## src/rtl/ifu_fetch.sv

```systemverilog
// Instruction fetch unit: one outstanding imem read, registered hand-off to decode.
// Optional IFU_EBREAK_HALT_EN: stop fetching once decode consumes an ebreak.
//
//  state | meaning
//  ------+-----------------------------------------------------------
//  REQ   | presenting pc to imem, waiting for the request handshake
//  WAIT  | request accepted, waiting for the response (or dropping it)
//  FULL  | output register holds an instruction for decode
//  HALT  | ebreak consumed, no fetching until redirect or reset
module ifu_fetch #(
    parameter logic [63:0] RESET_PC = 64'h0000_0000_8000_0000
) (
    input  logic        clk,
    input  logic        rst,
    input  logic        redirect_valid,
    input  logic [63:0] redirect_pc,
    output logic        imem_req_valid,
    output logic [63:0] imem_req_addr,
    input  logic        imem_req_ready,
    input  logic        imem_rsp_valid,
    input  logic [31:0] imem_rsp_data,
    output logic        out_valid,
    output logic [63:0] out_pc,
    output logic [31:0] out_instr,
    input  logic        out_ready,
    output logic        halted
);

    localparam logic [31:0] NOP = 32'h0000_0013;
`ifdef IFU_EBREAK_HALT_EN
    localparam logic [31:0] EBREAK = 32'h0010_0073;
`endif

    typedef enum logic [1:0] {S_REQ, S_WAIT, S_FULL, S_HALT} state_t;

    state_t      state, state_n;
    logic [61:0] pc_word, pc_word_n;
    logic        discard, discard_n;
    logic        out_valid_n;
    logic [63:0] out_pc_n;
    logic [31:0] out_instr_n;

    // The pc is kept as a word index, so alignment and 2^64 wrap come for free.
    logic unused_rpc_lsb;
    assign unused_rpc_lsb = ^redirect_pc[1:0];

    always_ff @(posedge clk or posedge rst) begin
        if (rst) begin
            state     <= S_REQ;
            pc_word   <= RESET_PC[63:2];
            discard   <= 1'b0;
            out_valid <= 1'b0;
            out_pc    <= 64'h0;
            out_instr <= NOP;
        end else begin
            state     <= state_n;
            pc_word   <= pc_word_n;
            discard   <= discard_n;
            out_valid <= out_valid_n;
            out_pc    <= out_pc_n;
            out_instr <= out_instr_n;
        end
    end

    always_comb begin
        state_n     = state;
        pc_word_n   = pc_word;
        discard_n   = discard;
        out_valid_n = out_valid;
        out_pc_n    = out_pc;
        out_instr_n = out_instr;
        if (redirect_valid) begin
            pc_word_n   = redirect_pc[63:2];
            out_valid_n = 1'b0;
            case (state)
                S_REQ: begin
                    // An address accepted this cycle belongs to the old path.
                    if (imem_req_ready) begin
                        discard_n = 1'b1;
                        state_n   = S_WAIT;
                    end
                end
                S_WAIT: begin
                    if (imem_rsp_valid) begin
                        discard_n = 1'b0;
                        state_n   = S_REQ;
                    end else begin
                        discard_n = 1'b1;
                    end
                end
                default: state_n = S_REQ;
            endcase
        end else begin
            case (state)
                S_REQ: begin
                    if (imem_req_ready) state_n = S_WAIT;
                end
                S_WAIT: begin
                    if (imem_rsp_valid) begin
                        if (discard) begin
                            discard_n = 1'b0;
                            state_n   = S_REQ;
                        end else begin
                            out_valid_n = 1'b1;
                            out_pc_n    = {pc_word, 2'b00};
                            out_instr_n = imem_rsp_data;
                            pc_word_n   = pc_word + 62'd1;
                            state_n     = S_FULL;
                        end
                    end
                end
                S_FULL: begin
                    if (out_ready) begin
                        out_valid_n = 1'b0;
                        state_n     = S_REQ;
`ifdef IFU_EBREAK_HALT_EN
                        if (out_instr == EBREAK) state_n = S_HALT;
`endif
                    end
                end
                default: ;
            endcase
        end
    end

    assign imem_req_valid = (state == S_REQ) && !rst;
    assign imem_req_addr  = {pc_word, 2'b00};

`ifdef IFU_EBREAK_HALT_EN
    assign halted = (state == S_HALT);
`else
    assign halted = 1'b0;
`endif

endmodule

```

## config.mk

```make
export PLATFORM = sky130hd
export DESIGN_NAME = ifu_fetch
export DESIGN_NICKNAME = d
export VERILOG_FILES = /design/src/rtl/ifu_fetch.sv
export SDC_FILE = /design/constraint.sdc
export NUM_CORES = 1
export LEC_CHECK = 0
export CAP_MARGIN = 25
export CORE_MARGIN = 2
export CORE_UTILIZATION = 25
export CTS_CLUSTER_SIZE = 25
export DETAILED_ROUTE_END_ITERATION = 10
export SYNTH_ARGS = -nofsm -noshare
export SYNTH_HDL_FRONTEND = slang
export SYNTH_SLANG_ARGS = --single-unit
export TNS_END_PERCENT = 100
```

## constraint.sdc

```tcl
create_clock -name clk -period 4.95 [get_ports clk]
set_input_delay 0.99 -clock clk [delete_from_list [all_inputs] [get_ports clk]]
set_output_delay 0.99 -clock clk [all_outputs]
set_load 0.03 [all_outputs]
```

-- Word-level counts from Yosys, hierarchy flattened
Index checks and enable logic that the tools add are counted.
- add/subtract/negate cells: 1
- equality and inequality tests: 8
- multiplexer cells: 23
- bitwise logic cells: 2
- reductions and logical operators: 13
- operators by type and width (operator ; number):
    $mux W62 ; 4
    $add A62 B1 Y62 const B ; 1
    $mux W2 ; 6
    $ne A3 B3 Y1 const B ; 4
    $reduce_and A4 Y1 ; 3
    $mux W1 ; 9
    $pmux W2 S3 ; 1
    $reduce_and A3 Y1 ; 2
    $reduce_bool A2 Y1 ; 3
    $ne A2 B2 Y1 const B ; 2
    $pmux W1 S2 ; 2
    $pmux W2 S2 ; 1
    $reduce_bool A4 Y1 ; 1
    $reduce_bool A3 Y1 ; 1
    $eq A2 B1 Y1 const B ; 1
    $eq A2 B2 Y1 const B ; 1
    $logic_not A2 Y1 ; 1
    $not A1 Y1 ; 2
    $logic_and A1 B1 Y1 ; 1
    $logic_not A1 Y1 ; 1
- register bits after elaboration: 160
- input bits: 102

-- Depth between registers and ports, before layout
Gate-level depths: netlist of the first run.
- depth in word-level cells: 5
- depth in mapped cells: 9

-- Worst setup path after synthesis of the first run
OpenSTA, ideal clock, no wires.
- kind: input-to-reg
- start point: input port imem_rsp_valid
- end point: register pc_word[61]
- arrival time: 2.330 ns
- path slack: 2.496 ns
- stages: 5
- buffers on the path: 0
- cell sequence: nand3b_2 -> nor4_2 -> nand3_1 -> o311a_1 -> a211o_1
- longest elaborated chain between the ends: 2
- ends and longest elaborated chain (what ; RTL line ; text):
    start: declaration ; 20 ; input logic imem_rsp_valid,
    $reduce_bool A2 Y1 (no source line) ; -- ;
    $reduce_and A3 Y1 (no source line) ; -- ;
    end signal: assignment ; 50 ; pc_word <= RESET_PC[63:2];
    end signal: assignment ; 57 ; pc_word <= pc_word_n;
    end: declaration ; 37 ; logic [61:0] pc_word, pc_word_n;
No other way between the ends.
A chain may end at the register's enable or synchronous reset.

-- Worst setup path in the final report of the first run
- start point: input port imem_rsp_valid
- end point: register pc_word[39]
Same word-level chain as after synthesis.

==> qor.txt, run 1 <==
Critical path startpoint category: input port
Cts repair resizes: 0
Worst Max-Slew Pin Slew: 0.923 ns
DP Wirelength: 17.5 mm
Crit-path max FO: 15
Remaining global-route overflow: 0
Critical path's slowest cell: or4_1
Drt via density: 4.69
Final Cycle Share: 67.4%
Synth warn: 0
Setup ws final: 1.61 ns
Yosys cell types: 53
Nets: 1041
Synth area leader: dfrtp_1
Die Ht: 178 um
Setup TNS: 0 ns
Storage element area: 4010 sq um
Register bit total from synthesis: 160
Setup crit end kind: flip-flop
CTS Hold Bufs: 0
Rel. slew slack: 38.5%
Post-Syn Area: 7590 sq um
Drt total wl: 24.3 mm
Fraction of layout cells with a size suffix above 1: 16.6%
Clock sink count: 160
Status: finished, final reports clean
Required time of the critical path: 5.31 ns
Worst-path clk slew: 0.07 ns
EDFF count, synth: 0
Gate Count Post-Synth: 689
Clk_lat worst skew: 0.44 ns
VDD IR max: 0.000257 V
Synth top cells by count: 156 x dfrtp_1, 98 x mux2_2, 71 x nand2_1
CTS tree: yes
Core area: 29800 sq um
Seq/Total Area, Yosys: 52.8%
Initial DRC count: 337
Filler cells: 2960
Final hold vios: 0
Setup WS pre-CTS: 1.09 ns
Vias in the first global route: 6239
Share of the synthesized area in the top cell type: 51.4%
Number of setup buffers added after CTS: 0
Max Slew Vio Count: 0
Total GRT Usage: 15.2%
First-pass GRT wire length: 36.6 mm
Post-route DRC: 0
Avg Inst Size Synth: 11.0 sq um
Clk_skew: 0.0159 ns
Peak Freq: 300 MHz
Die width: 178 um
Crit-path max cell delay: 0.66 ns
Critical-path cell list: clkdlybuf4s50_1 > nand3b_2 > nor4_2 > buf_4 > nand3_1 > or4_1 > a31oi_1
Crit Path Category: input port to flip-flop
Area contributors post-synth: dfrtp_1 51%, mux2_2 15%, nand2_1 3.5%, o21ai_0 3.0%, xor2_1 2.9%
Pleak: 0.00431 uW
Final Critical Period: 3.34 ns
Layout Area Growth over Synthesis: 46.6%
Die area: 31800 sq um
Initial Util: 25.5%
DR WL/cell: 18.1 um
Main synth FF type: dfrtp_1
Arrival time worst endpoint: 3.69 ns
Async S/R FF share, synth: 100%
Setup violations, final: 0
Hold Crit Class: flip-flop to flip-flop
IO buf count: 257
Clk root buf: clkbuf_16
Initial antenna violation count: 3
Power per cell area: 533 nW/um^2
Largest net degree at the start of global routing: 161
RSZ-0062 raised after global routing: false
Row count: 63
Worst-case clock buffer depth: 2
Htree depth: 4
I/O pin count: 265
Count leader, synth: dfrtp_1
Gp weighted congestion: 0.780
Vias: 6278
Multi-input gate area: 3370 sq um
Total CTS buffers: 17
Pre-Repair DR Iteration Count: 4
Number of max-cap violations: 0
Post-route antenna net violation count: 0
-- critical path: cells and delay by family --
kind                   cells  cell delay, ns
AND/OR/NAND/NOR            4            1.65
buffers and inverters      2            0.87
AO/OA/AOI/OAI              1            0.17
-- power by group --
group          switching (uW)  total [uW]  internal, uW
sequential                301        2060          1760
combinational            1380        2580          1200
clock                     573        1300           723
total                    2260        5930          3680
-- stage by stage --
step | total power, uW | hold slack (ns) | util (%) | instance area, sq um | cells
finish | 5930 | 0.504 | 37.3 | 11100 | 1339
global route | 6250 | 0.516 | 37.3 | 11100 | 1338
CTS | 6020 | 0.509 | 37.3 | 11100 | 1338
detailed placement | 4690 | 0.494 | 35.4 | 10600 | 1306
global placement | 4660 | 0.487 | 35.4 | 10600 | 1306
floorplan | 3540 | 0.462 | - | 7610 | 693
-- state kept, by name (all words and copies together), names as in the netlist --
register and flops:
out_pc 62, out_valid 1, out_instr 32, discard 1
state 2, pc_word 62
-- path summary, 6_finish.rpt --
kind | start | to | slack [ns] | depth (start not counted)
max in group asynchronous | rst | out_instr[22]$_DFFE_PP0P_ | 3.06 | 3
min in group asynchronous | rst | out_pc[4]$_DFFE_PP0P_ | 1.16 | 3
setup / recovery | imem_rsp_valid | pc_word[39]$_DFFE_PP0P_ | 1.61 | 7
setup reg to reg | state[1]$_DFFE_PP0P_ | pc_word[39]$_DFFE_PP0P_ | 1.90 | 8
hold / removal | out_pc[54]$_DFFE_PP0P_ | out_pc[54]$_DFFE_PP0P_ | 0.50 | 1
hold reg to reg | out_pc[54]$_DFFE_PP0P_ | out_pc[54]$_DFFE_PP0P_ | 0.50 | 1
-- layout by cell type, fill, tap and decap left out, types with 3 or more instances in the layout --
master             n
xnor2_1           12
o41ai_1            3
a31oi_1           19
clkinvlp_4         6
mux2_2            98
clkbuf_16         17
dfrtp_1          156
dfstp_2            4
nand4b_1           4
or3_1              7
nand3_1           27
nand4_1           30
nor4_2             3
a21oi_1            5
inv_1              9
and2_1             4
conb_1             5
ha_1               4
o31ai_1            8
nand2_1           71
or2_2              4
nor4_1             4
xor2_1            25
o21ai_0           46
nor2b_1            6
nor3_1             6
and4_1             5
or4_1              8
nor2_1            43
clkdlybuf4s50_1  256
and3_1             7
buf_4              7
-- cells by family after synthesis --
family,share of synthesized area (%)
muxes,14.8
other,0.0494
DFF,52.8
AOI/OAI and AO/OA,7.24
adders and majority gates,0.659
buffers and inverters,3.03
and+or+nand+nor,17.1
xor gates and xnor gates,4.27
-- area by class of cell --
type	instances	share of cell area, %
well taps	390	4.39
repair buffers	265	23.7
multi-input cells	480	30.3
clock buffers	21	4.14
inverters	11	0.405
flip-flops and latches	160	36.0
clock inverters	11	0.967
diodes	1	0.0225
-- layer usage --
metal	vias to the layer above	global-route usage, %	share of wire, %
met3	22	4.82	7.9
met4	4	4.40	1.1
li1	2965	-	-
met2	202	25.1	48
met5	-	0	0.095
met1	3085	19.0	43
No activity file was read; power rests on OpenSTA's default activity.
==> run 2: changes to the inputs <==
==> constraint.sdc (replaced) <==
create_clock -name clk -period 3.3 [get_ports clk]
set_input_delay 0.66 -clock clk [delete_from_list [all_inputs] [get_ports clk]]
set_output_delay 0.66 -clock clk [all_outputs]
set_load 0.03 [all_outputs]
==> run 2 against run 1 <==
  * Register-to-register slack lost 1.2 ns
  * Clock skew about the same
  * Routed wire length is 1.6% higher
  * Sequential cell count stayed put
  * Non-clock buffer count is 14 higher
  * Critical path type is now flip-flop to output port
  * Largest power group unchanged
  * Highest routed layer unchanged
==> qor.txt, run 2 (synthesis gave the netlist of run 1 again) <==
VDD IR max: 0.000393 V (was 0.000257 V)
Largest net degree at the start of global routing: 55 (was 161)
Row count: 63 (unchanged)
Vias in the first global route: 6271 (was 6239)
IO buf count: 257 (unchanged)
Worst-case clock buffer depth: 2 (unchanged)
R2r startpoint: state[1]$_DFFE_PP0P_ (unchanged)
Clock sink count: 160 (unchanged)
Arrival time worst endpoint: 2.02 ns (was 3.69 ns)
Final hold slack: 0.503 ns (was 0.504 ns)
Final core utilization: 38.1% (was 37.3%)
Number of max-cap violations: 0 (unchanged)
Final Cycle Share: 81.2%
Die area: 31800 sq um (unchanged)
Htree depth: 4 (unchanged)
Hold depth: 1 (unchanged)
Drt via density: 4.69 (about the same)
Clk_lat worst skew: 0.43 ns (was 0.44 ns)
Core area: 29800 sq um (unchanged)
Final Critical Period: 2.68 ns
Gp weighted congestion: 0.780 (about the same)
Initial antenna violation count: 4 (was 3)
Critical-path cell list: inv_1 > ha_1 > nor2b_1 > clkdlybuf4s50_1 (was clkdlybuf4s50_1 > nand3b_2 > nor4_2 > buf_4 > nand3_1 > or4_1 > a31oi_1)
Total CTS buffers: 17 (unchanged)
Crit Path Category: flip-flop to output port (was input port to flip-flop)
Die Ht: 178 um (unchanged)
Rel. slew slack: 43.5% (was 38.5%)
Pre-Repair DR Iteration Count: 4 (unchanged)
Required time of the critical path: 2.64 ns (was 5.31 ns)
Peak Freq: 373 MHz
Crit-path max FO: 5 (was 15)
DR WL/cell: 18.2 um (was 18.1 um)
RSZ-0062 raised after global routing: false (unchanged)
Post-route DRC: 0 (unchanged)
Clk_skew: 0.0159 ns (about the same)
First-pass GRT wire length: 36.8 mm (was 36.6 mm)
Layout Area Growth over Synthesis: 49.7% (was 46.6%)
Fraction of layout cells with a size suffix above 1: 17.9% (was 16.6%)
Hold Crit Class: flip-flop to flip-flop (unchanged)
Hold_sp: out_instr[24]$_DFFE_PP0P_ (was out_pc[54]$_DFFE_PP0P_)
I/O pin count: 265 (unchanged)
Worst-path clk slew: 0.07 ns (about the same)
Worst Max-Slew Pin Slew: 0.847 ns (was 0.923 ns)
Max Slew Vio Count: 0 (unchanged)
Commonest non-fill, non-tap cell in the layout: clkdlybuf4s50_1 (unchanged)
Area after DPL: 10700 sq um (was 10600 sq um)
Setup violations, final: 0 (unchanged)
R2R Setup Slk: 0.68 ns (was 1.90 ns)
Critical path startpoint category: flip-flop (was input port)
Path depth of the worst reg2reg path: 9 (was 8)
Remaining global-route overflow: 0 (unchanged)
Nets: 1055 (was 1041)
FF-to-FF End: pc_word[43]$_DFFE_PP0P_ (was pc_word[39]$_DFFE_PP0P_)
Initial DRC count: 318 (was 337)
Vias: 6339 (was 6278)
Post-route total power: 9250 uW (was 5930 uW)
Final hold vios: 0 (unchanged)
CTS tree: yes (unchanged)
Setup crit end kind: output port (was flip-flop)
Crit path from: state[0]$_DFFE_PP0P_ (was imem_rsp_valid)
Setup TNS: 0 ns (unchanged)
Power per cell area: 814 nW/um^2 (was 533 nW/um^2)
Worst Hold Endpoint: out_instr[24]$_DFFE_PP0P_ (was out_pc[54]$_DFFE_PP0P_)
CTS Hold Bufs: 0 (unchanged)
Die width: 178 um (unchanged)
Initial Util: 25.5% (unchanged)
DP Wirelength: 18.3 mm (was 17.5 mm)
Pleak: 0.00445 uW (was 0.00431 uW)
Cts repair resizes: 0 (unchanged)
Drt total wl: 24.7 mm (was 24.3 mm)
Top Registers: out_pc x62, pc_word x62, out_instr x32 (unchanged)
Most frequent cells in the layout: 256 x clkdlybuf4s50_1, 156 x dfrtp_1, 98 x mux2_2 (unchanged)
Crit-path max cell delay: 0.67 ns (was 0.66 ns)
Total GRT Usage: 15.3% (was 15.2%)
Final instance area: 11400 sq um (was 11100 sq um)
Number of setup buffers added after CTS: 0 (unchanged)
Status: finished, final reports clean (unchanged)
Critical path's slowest cell: clkdlybuf4s50_1 (was or4_1)
Post-route antenna net violation count: 0 (unchanged)
Clk root buf: clkbuf_16 (unchanged)
[run 2: changes by cell type in the layout (fill, tap and decap cells not counted), sizes merged]
cell | before | now
bufinv | 1 | 5
buf | 9 | 23
clkinv | 3 | 4
clkbuf | 21 | 19
clkinvlp | 6 | 2
[run 2: worst max-delay path by stage]
stage                              endpoint  cells past startpoint
floorplan               discard$_DFFE_PP0P_                      1
finish                       imem_req_valid                      4
detailed placement  pc_word[47]$_DFFE_PP0P_                      8
global placement    pc_word[50]$_DFFE_PP0P_                      7
global route                 imem_req_valid                      4
CTS                          imem_req_valid                      4
[run 2: area by class of cell]
class | count | area, sq um
clock inverters | 12 | 205
inverters | 11 | 45.0
repair buffers | 279 | 2780
fillers | 2933 | 18400
clock buffers | 19 | 453
well taps | 390 | 488
flip-flops and latches | 160 | 4010
diodes | 1 | 2.50
multi-input cells | 480 | 3370
[run 2: power breakdown]
part           leakage (uW)  internal [uW]  switching (uW)
logic               0.00221           1820            2090
registers           0.00191           2630             451
clock network      0.000321           1390             866
[run 2: per-stage QoR]
step | std cells | setup WS (ns)
finish | 1352 | 0.620
global route | 1351 | 0.472
CTS | 1351 | 0.602
detailed placement | 1320 | 0.268
global placement | 1320 | 0.281
floorplan | 693 | 0.614
[run 2: critical path: cells and delay by family (launching register included)]
family / cells / cell delay, ns
simple gates: 1 / 0.16
fa+ha+maj: 1 / 0.25
flops: 1 / 0.41
buf+inv: 2 / 0.77
[run 2: layer usage]
metal	vias up	global-route usage (%)	wire (um)
li1	2990	-	-
met1	3091	19.4	10800
met2	222	25.3	11600
met3	30	4.71	1870
met4	6	4.13	327
met5	-	0	44
